--- src/rtl/and_or_vector_sweeper.sv ---
// rtl/and_or_vector_sweeper.sv - exhaustive vector sweeper with truth-table response capture
//
// Drives every vector 0 .. 2^WIDTH-1 onto vec_out_o, holding each for
// HOLD_CYCLES cycles. On the last hold cycle of each vector it samples the
// combinational block's 1-bit response into resp_map_o[vector].
//
// Ports:
//   clk_i        rising-edge clock
//   rst_i        synchronous active-high reset
//   start_i      sweep request, honoured only in IDLE
//   vec_out_o    vector driven to the block under test
//   vec_valid_o  high while vec_out_o carries a sweep vector
//   resp_i       response of the block under test to vec_out_o
//   busy_o       high for the whole sweep
//   done_o       one-cycle pulse after the final vector
//   resp_map_o   bit k = response captured for vector k
module and_or_vector_sweeper #(
    parameter int WIDTH       = 4,
    parameter int HOLD_CYCLES = 5
) (
    input  logic                    clk_i,
    input  logic                    rst_i,
    input  logic                    start_i,
    output logic [WIDTH-1:0]        vec_out_o,
    output logic                    vec_valid_o,
    input  logic                    resp_i,
    output logic                    busy_o,
    output logic                    done_o,
    output logic [(1<<WIDTH)-1:0]   resp_map_o
);

    localparam int MAP_W = 1 << WIDTH;
    localparam int CNT_W = (HOLD_CYCLES > 1) ? $clog2(HOLD_CYCLES) : 1;
    localparam logic [CNT_W-1:0] CNT_LAST = CNT_W'(HOLD_CYCLES - 1);
    localparam logic [WIDTH-1:0] VEC_LAST = {WIDTH{1'b1}};

    typedef enum logic [1:0] {
        S_IDLE  = 2'd0,
        S_DRIVE = 2'd1,
        S_DONE  = 2'd2
    } state_t;

    state_t             state_q, state_d;
    logic [WIDTH-1:0]   vec_q, vec_d;
    logic [CNT_W-1:0]   cnt_q, cnt_d;
    logic [MAP_W-1:0]   map_q, map_d;
    logic               busy_q, busy_d;
    logic               done_q, done_d;

    always_ff @(posedge clk_i) begin
        if (rst_i) begin
            state_q <= S_IDLE;
            vec_q   <= '0;
            cnt_q   <= '0;
            map_q   <= '0;
            busy_q  <= 1'b0;
            done_q  <= 1'b0;
        end else begin
            state_q <= state_d;
            vec_q   <= vec_d;
            cnt_q   <= cnt_d;
            map_q   <= map_d;
            busy_q  <= busy_d;
            done_q  <= done_d;
        end
    end

    always_comb begin
        state_d = state_q;
        vec_d   = vec_q;
        cnt_d   = cnt_q;
        map_d   = map_q;

        unique case (state_q)
            S_IDLE: begin
                if (start_i) begin
                    state_d = S_DRIVE;
                    vec_d   = '0;
                    cnt_d   = '0;
                    map_d   = '0;
                end
            end
            S_DRIVE: begin
                if (cnt_q == CNT_LAST) begin
                    // Sample on the edge that ends the vector's final hold cycle.
                    map_d[vec_q] = resp_i;
                    cnt_d        = '0;
                    if (vec_q != VEC_LAST) begin
                        vec_d = vec_q + WIDTH'(1);
                    end else begin
                        vec_d   = '0;
                        state_d = S_DONE;
                    end
                end else begin
                    cnt_d = cnt_q + CNT_W'(1);
                end
            end
            S_DONE: begin
                vec_d   = '0;
                state_d = S_IDLE;
            end
            default: begin
                state_d = S_IDLE;
                vec_d   = '0;
                cnt_d   = '0;
            end
        endcase

        // Status flags are registered from the next state so they line up
        // with the state they describe and never see start_i/resp_i directly.
        busy_d = (state_d == S_DRIVE);
        done_d = (state_d == S_DONE);
    end

    assign vec_out_o   = vec_q;
    assign vec_valid_o = busy_q;
    assign busy_o      = busy_q;
    assign done_o      = done_q;
    assign resp_map_o  = map_q;

endmodule
--- config.mk ---
export PLATFORM = sky130hd
export DESIGN_NAME = and_or_vector_sweeper
export DESIGN_NICKNAME = d
export VERILOG_FILES = /design/src/rtl/and_or_vector_sweeper.sv
export SDC_FILE = /design/constraint.sdc
export NUM_CORES = 1
export LEC_CHECK = 0
export ABC_AREA = 0
export CORE_MARGIN = 1
export CORE_UTILIZATION = 40
export DETAILED_ROUTE_END_ITERATION = 10
export PLACE_DENSITY_LB_ADDON = 0.1
export SLEW_MARGIN = 10
export SYNTH_ARGS = -nofsm -noshare
export SYNTH_HDL_FRONTEND = slang
export SYNTH_SLANG_ARGS = --single-unit
export TNS_END_PERCENT = 100
--- constraint.sdc ---
create_clock -name clk_i -period 1.46 [get_ports clk_i]
set_input_delay 0.146 -clock clk_i [delete_from_list [all_inputs] [get_ports clk_i]]
set_output_delay 0.146 -clock clk_i [all_outputs]
set_load 0.03 [all_outputs]
; ---- After elaboration in Yosys (flattened, before gate mapping)
; Index checks and enable logic that the tools add are counted.
[op_classes]
n_addsub = 2
magnitude_cmp = 2
eq_ne = 8
muxes = 17
bitwise_logic = 1
n_reduce_logical = 6
[op_table]
columns = cell, count
row1 = $mux W16, 2
row2 = $pmux W16 S2, 1
row3 = $bwmux W16, 1
row4 = $mux W4, 3
row5 = $pmux W3 S3, 1
row6 = $pmux W4 S2, 1
row7 = $mux W2, 3
row8 = $mux W3, 2
row9 = $lt A4 B5 Y1 const B, 1
row10 = $add A4 B1 Y4 const B, 1
row11 = $demux W1 S4, 1
row12 = $eq A2 B1 Y1 const B, 2
row13 = $eq A2 B2 Y1 const B, 2
row14 = $ge A4 B1 Y1 const B, 1
row15 = $ne A2 B2 Y1 const B, 2
row16 = $ne A4 B4 Y1 const B, 1
row17 = $pmux W2 S2, 1
row18 = $reduce_and A2 Y1, 2
row19 = $add A3 B1 Y3 const B, 1
row20 = $eq A3 B3 Y1 const B, 1
row21 = $reduce_and A3 Y1, 1
row22 = $logic_not A2 Y1, 1
row23 = $reduce_bool A2 Y1, 1
row24 = $logic_and A1 B1 Y1, 1
row25 = 2 further kinds, 2
[totals]
ff_bits = 27
inputBits = 4
output_inout_bits = 23
wordCells = 42

; ---- Depth between registers and ports, before layout
[depth]
ltp_word = 7
ltp_mapped = 6
mapped_depth_nobuf = 5

; ---- Least setup slack after synthesis
; No wires, ideal clock.
[synth_path]
path_type = register -> register
start = register vec_q[0], in the netlist vec_out_o[0]
end = register map_q[15], in the netlist resp_map_o[15]
setup_time_ps = 130
arrival_time_ps = 1448
required_ps = 1330
setup_slack_ps = -118
stages_incl_launch_ff = 5
n_path_buf = 0
period_less_slack_ps = 1578
path_cell_list = dfxtp_1 -> ha_1 -> nand3_1 -> a221oi_1 -> o32ai_1
[synth_via]
elab_chain_len = 7
elab_cells_between_ends = 8
classes_between = 2 x order compare / 5 x mux / 1 x reduce/logical
[synth_lines]
columns = item, line
row1 = from (decl), 44  ; logic [WIDTH-1:0] vec_q, vec_d;
row2 = from (signal assigned), 60  ; vec_q <= vec_d;
row3 = $lt A4 B5 Y1 (not written as such) / $ge A4 B1 Y1 (equally long branches), 86  ; map_d[vec_q] = resp_i;
row4 = $logic_and A1 B1 Y1 (not written as such), 86
row5 = $mux W1 (not written as such), 86
row6 = $demux W1 S4 (*), 86
row7 = $bwmux W16 (*), 86
row8 = $mux W16 (*), 84  ; if (cnt_q == CNT_LAST) begin
row9 = $pmux W16 S2 (*), 74  ; unique case (state_q)
row10 = to (signal assigned), 62  ; map_q <= map_d;
row11 = to (decl), 46  ; logic [MAP_W-1:0] map_q, map_d;
; Every way passes the cells marked *; elsewhere a longest branch is shown, timed or not. The select of a mux whose other input is x is not followed.
; A chain may end at the register's enable or synchronous reset.

; ---- Worst setup path after layout
[layout_path]
start = register cnt_q[1]
end = register map_q[10], in the netlist resp_map_o[10]
[layout_via]
elab_chain_len = 3
[layout_lines]
columns = item, line
row1 = from (decl), 45  ; logic [CNT_W-1:0] cnt_q, cnt_d;
row2 = from (signal assigned), 61  ; cnt_q <= cnt_d;
row3 = $eq A3 B3 Y1, 84
row4 = $ne A2 B2 Y1 (no source line), --
row5 = $reduce_and A3 Y1 (no source line), --
; Every way passes these cells.

==> metrics.md <==
| Metric | Value |
|---|---|
| Outcome | `finished with violations` |
| Violated checks | `negative setup slack` |
| Yosys reg bits | `27` |
| Mean Syn Cell Area | `9.21 sq um` |
| Vias/cell | `5.63` |
| Fill cells | `326` |
| Most Crowded Layer GR | `met2` |
| Met1 Usage GRT | `29.0%` |
| Sw frac | `26.6%` |
| RePlAce Congestion | `0.848` |
| Sequential area share after synthesis | `37.1%` |
| Tcrit/Tclk final | `103%` |
| Drt wl/cell | `15.5 um` |
| Syn Inst Count | `158` |
| Synth cell types | `36` |
| Rel. slew slack | `70.7%` |
| Post-Syn Area | `0.00146 sq mm` |
| Overflow after GRT | `0` |
| Reg2Reg Depth | `7` |
| Min cycle time layout | `1500 ps` |
| Initial core utilization | `42.6%` |
| Actual transition at the worst max-transition pin | `438 ps` |
| Type of the most critical hold path | `reg2reg` |
| Pwr Density | `599 mW/mm^2` |
| Final Hold Fails | `0` |
| Initial antenna violation count | `0` |
| Hold path start | `resp_map_o[15]` |
| Setup ws final | `-39.8 ps` |
| Max-slew violations | `0` |
| DIE HEIGHT | `62.3 um` |
| # diodes | `0` |
| Hold endpoint | `resp_map_o[15]` |
| Final wirelength | `3850 um` |
| Pre-CTS WS | `-260 ps` |
| Most frequent cells in the layout | `dfxtp_1, dlygate4sd2_1, buf_4` |
| Pwr Total | `1.25 mW` |
| Core area | `0.00342 sq mm` |
| Final-stage net count | `213` |
| Hold-fix buffers, CTS | `0` |
| Clock transition at path regs | `160 ps` |
| CTS root buf | `clkbuf_4` |
| Arrival time worst endpoint | `1800 ps` |
| Syn_nets | `168` |
| Share of layout cells above drive strength 1 | `32.2%` |
| Crit. End Element | `flip-flop` |
| RSZ-0062 raised after global routing | `yes` |
| CTS tree | `yes` |
| Maximum resistive drop on vdd | `509 uV` |
| Internal power | `0.920 mW` |
| Critical path class | `reg2reg` |
| Total GRT Usage | `21.4%` |
| FMAX | `667 MHz` |
| Worst reg2reg endpoint | `resp_map_o[10]` |
| Area Growth Syn to Fin | `43.9%` |
| Met2 usage | `35.9%` |
| FP Rows | `21` |
| Static Leakage | `1.04 nW` |
| Number of global-route vias before repair | `1383` |
| Req. time, crit path | `1760 ps` |
| Ys Warns | `0` |
| CTS Buf Count | `3` |
| Clock sink count | `27` |
| DR iter-0 viols | `106` |
| Endpoints failing setup | `7` |
| R2r startpoint | `cnt_q[1]` |
| Die Wd | `62.3 um` |
| WHS Path Cells | `2` |
| First-pass GRT wire length | `6780 um` |
| Maximum fanout along the worst path | `7` |
| CTS Buffer Depth | `2` |
| Detailed Routing Iterations Pass 1 | `4` |
| Largest net degree at the start of global routing | `17` |
| Worst-skew pair later-pin latency | `340 ps` |
| Number of port buffers | `26` |
| R2R Setup Slk | `-40 ps` |
| Io pins | `27` |
| CTS H-tree depth | `1` |
| Clock skew | `10.5 ps` |
| Vias | `1397` |
| Sequential Power Share | `59.9%` |
| Critical Path Source Type | `flip-flop` |
| Cell total after placement | `239` |
| Comb pwr share | `12.9%` |
| Routed Antenna Nets | `0` |
| Die area | `0.00388 sq mm` |
| Non-filler instance count after layout | `248` |
| Dpl hpwl | `2620 um` |
| Met3 usage | `3.86%` |
| Max-cap violations | `0` |
| NetSw | `0.334 mW` |
| Clock power share | `27.2%` |
| # DRC | `0` |
power groups by stage:
stage               clock [mW]  sequential, mW  combinational [mW]
finish                   0.341           0.751               0.162
CTS                      0.349           0.751               0.147
floorplan                    0           0.767              0.0752
global placement             0           0.766               0.125
global route             0.382           0.753               0.175
detailed placement           0           0.766               0.128
critical path, stage by stage, from the launching register on:
cell and delay (ps):
dfxtp_2 350, inv_2 60, ha_4 130, buf_6 100
nand4b_1 190, buf_6 220, nor4_2 270, a211o_1 140
state kept, by name (all words and copies together), names as in the netlist:
register    cells
busy_o          1
cnt_q           3
done_o          1
resp_map_o     16
state_q         2
vec_out_o       4
repair_timing:
action,CTS,global route
buffers inserted,2,2
resized for setup,52,14
setup endpoints to repair,38,17
pin swaps,19,4
cloned,1,0
cells by family after synthesis:
logic type | count (synthesis) | synth area share (%)
AND/OR/NAND/NOR | 55 | 22.3
AO/OA/AOI/OAI | 47 | 27.9
flip-flops | 27 | 37.1
buffers and inverters | 23 | 7.48
adder cells (fa/ha/maj) | 6 | 5.16
synth_stat cells:
cell	count	area, sq um
dfxtp_1	27	541
o31ai_1	1	7.51
a21oi_1	7	35.0
a211o_1	10	87.6
o22ai_1	1	6.26
nand4_1	1	6.26
a211oi_4	1	20.0
buf_4	1	7.51
buf_2	2	10.0
o21ai_0	3	15.0
a221o_1	5	50.1
nand4b_1	3	26.3
nor3_1	4	20.0
clkbuf_1	3	11.3
a32oi_1	2	17.5
and3_1	1	6.26
o211a_1	11	110
or2_1	1	6.26
a221oi_1	1	8.76
inv_1	11	41.3
ha_1	6	75.1
o221a_2	3	33.8
clkbuf_2	1	5.00
buf_6	2	22.5
nand2b_1	4	25.0
nand3b_1	5	37.5
nand3_1	3	15.0
and4b_4	1	13.8
buf_1	3	11.3
nor3b_1	2	15.0
nor2_1	7	26.3
nor4_1	10	62.6
nand2_1	7	26.3
a31oi_1	1	6.26
nor2b_1	6	37.5
o32ai_1	1	8.76
area by class of cell:
type                    instances  area, sq um  area share, %
multi-input cells             108          978           46.7
flip-flops and latches         27          547           26.1
repair buffers                 52          442           21.1
well taps                      46         57.6           2.75
inverters                      11         41.3           1.97
clock buffers                   3         22.5           1.08
clock inverters                 1         5.00          0.239
stage by stage:
step	utilization (%)	area [sq um]	hold WS, ps	TNS, ps
finish	61.3	2090	489	-205
global route	61.3	2090	542	-861
CTS	59.6	2030	498	-191
detailed placement	54.6	1870	477	-3450
global placement	54.6	1870	472	-2610
floorplan	-	1460	331	0
metal layers:
| metal | routed length [um] | vias to the layer above |
|---|---|---|
| li1 | - | 685 |
| met1 | 1850 | 686 |
| met2 | 1850 | 24 |
| met3 | 129 | 2 |
| met4 | 20 | 0 |
| met5 | 0 | - |
how the worst max path moves through the flow:
stage                  start             end  slack (ps)  cells after the start
floorplan           cnt_q[0]   resp_map_o[0]           8                      6
global placement       rst_i   resp_map_o[5]        -200                      4
detailed placement     rst_i   resp_map_o[5]        -260                      4
CTS                 cnt_q[1]   resp_map_o[1]         -40                      7
global route        cnt_q[1]  resp_map_o[10]        -150                      7
finish              cnt_q[1]  resp_map_o[10]         -40                      7
Power figures use the tool's default switching activity.
==> variant (same flow settings) <==
Register the output `resp_map_o` once more, with the module's reset; this adds one clock of latency there. The other outputs are not delayed to match. Comments in the files are not updated.
--- a/src/rtl/and_or_vector_sweeper.sv
+++ b/src/rtl/and_or_vector_sweeper.sv
@@ -116,6 +116,12 @@
     assign vec_valid_o = busy_q;
     assign busy_o      = busy_q;
     assign done_o      = done_q;
-    assign resp_map_o  = map_q;
+    always_ff @(posedge clk_i) begin
+        if (rst_i) begin
+            resp_map_o <= '0;
+        end else begin
+            resp_map_o <= map_q;
+        end
+    end
 
 endmodule
Function: changed (a bounded check fails within 10 cycles, from zero or initial values and one cycle with rst_i high).
==> variant against the original RTL <==
Via count increased by 3.1%. Routed wire length decreased by 0.75%. Highest routed layer unchanged. Hold slack got worse by 31 ps. Power increased by 70%. Final area increased by 12%. Sequential cell count increased by 16. Setup slack improved by 74 ps. Sequential share of layout area increased by 11 points. Cell count increased by 8.9%. Synthesized cell count increased by 14%. Area after synthesis increased by 25%.
==> variant: results (changes against the original RTL) <==
- Status: finished clean
- Library cells used by synthesis: 41 (+14%)
- Slew @ Worst Pin: 395.8 ps (-42.24 ps)
- Worst vdd ir: 0.3719 mV (-27%)
- Main area contributors after synthesis: dfxtp_1, nor2b_1, a32o_1
- Clock buffers created by TritonCTS: 5 (+2)
- Arr. time, crit path: 1630 ps (-170 ps)
- Synth Net Count: 190 (+13%)
- Top_reg_cell synth: dfxtp_1
- Async S/R FF share, synth: 0 (unchanged)
- Largest net degree at the start of global routing: 18 (+1)
- Internal power: 1.659 mW (+80%)
- Flop-to-flop setup slack: 30 ps (+70 ps)
- IO Port Bufs: 26 (unchanged)
- Drt pass-1 iters: 4 (unchanged)
- CTS root buf: clkbuf_8
- Synth warn: 0 (unchanged)
- Initial antenna violation count: 0 (unchanged)
- RePlAce Congestion: 0.8610 (+1.6%)
- Clk pwr share: 0.387 (+0.115)
- Final nets: 227 (+6.6%)
- LEAKAGE: 0.8991 nW (-13%)
- Worst hold path class: reg -> reg
- Top cells by count, synth: dfxtp_1, nor2b_1, nand3_1
- Crit-path max FO: 5 (-2)
- Setup Skew: 4.667 ps (-5.831 ps)
- Clock buffer depth: 2 (unchanged)
- Fraction of layout cells with a size suffix above 1: 0.2064 (-0.1154)
- First-pass GRT wire length: 6403 µm (-5.6%)
- Number of DRC markers in iteration 0: 66 (-38%)
- Hold WS: 458.2 ps (-31.05 ps)
- Ant diodes: 0 (unchanged)
- Vias: 1440 (+3.1%)
- Worst-path clk slew: 80 ps (-80 ps)
- Register area share after synthesis: 0.4716 (+0.1001)
- Worst-Skew Late Latency: 290 ps (-50 ps)
- Routed Wire Length: 3821 µm (-0.75%)
- Dpl hpwl: 2836 µm (+8.1%)
- H-tree levels: 2 (+1)
- Overall global routing resource usage: 0.1679 (-0.04596)
- Worst slack at placement: -57.05 ps (+202.6 ps)
- Tcrit/Tclk final: 0.9765 (-0.05072)
-- variant: cell types whose count changed after synthesis, moves of 5 or more --
cell / unedited run / this run
nand3_1: 3 / 18
a211o_1: 10 / 0
o211a_1: 11 / 0
dfxtp_1: 27 / 43
a221o_1: 5 / 0
a32o_1: 0 / 9
nor4_1: 10 / 3
inv_1: 11 / 5
nor2b_1: 6 / 25
-- variant: logic make-up (layout without fill, tap and decap cells) --
logic type / after synthesis / in the layout / share of synthesized area
AOI/OAI and AO/OA: 28 / 28 / 0.1275
adders and majority gates: 6 / 6 / 0.04112
buffers and inverters: 20 / 58 / 0.05757
DFF: 43 / 43 / 0.4716
and+or+nand+nor: 83 / 83 / 0.3023
-- variant: timing repair --
| item | in CTS | in global routing |
|---|---|---|
| gates resized for setup | 4 | 3 |
| pin swaps | 1 | 0 |
| setup buffers | 1 | 0 |
| endpoints found under the setup margin | 5 | 15 |
-- variant: power groups by stage --
stage	clock network [mW]	logic [mW]	registers, mW
after floorplan	0	0.0704	1.22
after global placement	0	0.116	1.21
after detailed placement	0	0.119	1.21
after CTS	0.857	0.123	1.19
after global routing	0.899	0.130	1.19
final	0.823	0.121	1.19
-- variant: final cells by class --
type	count	area (µm²)
well taps	52	65.06
repair buffers	44	407.9
fillers	404	2033
clock buffers	7	96.34
multi-input cells	117	884.6
inverters	6	22.52
flip-flops and latches	43	867.1
clock inverters	1	7.507
-- variant: path summary, 6_finish.rpt --
kind / end / start / depth (start not counted)
setup / recovery: vec_out_o[0] / cnt_q[0] / 5
hold / removal: resp_map_o[7] / map_q[7] / 2
setup reg to reg: vec_out_o[0] / cnt_q[0] / 5
hold reg to reg: resp_map_o[7] / map_q[7] / 2
-- variant: stage by stage --
step / utilization / setup TNS (ps) / cells / cell area (µm²)
2_1_floorplan: - / 0 / 180 / 1863
3_3_place_gp: 0.5106 / -26.58 / 261 / 2238
3_5_place_dp: 0.5106 / -212.3 / 261 / 2238
4_1_cts: 0.5348 / 0 / 270 / 2345
5_1_grt: 0.5362 / -217.0 / 270 / 2351
6_report: 0.5362 / 0 / 270 / 2351
-- variant: per-layer routing --
layer  part of all wire  GRT usage  vias to the layer above
li1                   -          -                      721
met1               0.43     0.1967                      673
met2               0.51     0.2816                       35
met3              0.033    0.04360                       11
met4              0.030    0.08617                        0
met5                  0          0                        -
-- variant: worst max-delay path: stages (launching register included) --
cell and delay (ps):
dfxtp_2 340, inv_2 60, ha_4 160, nand2_1 90, or4b_4 510, o31ai_2 180
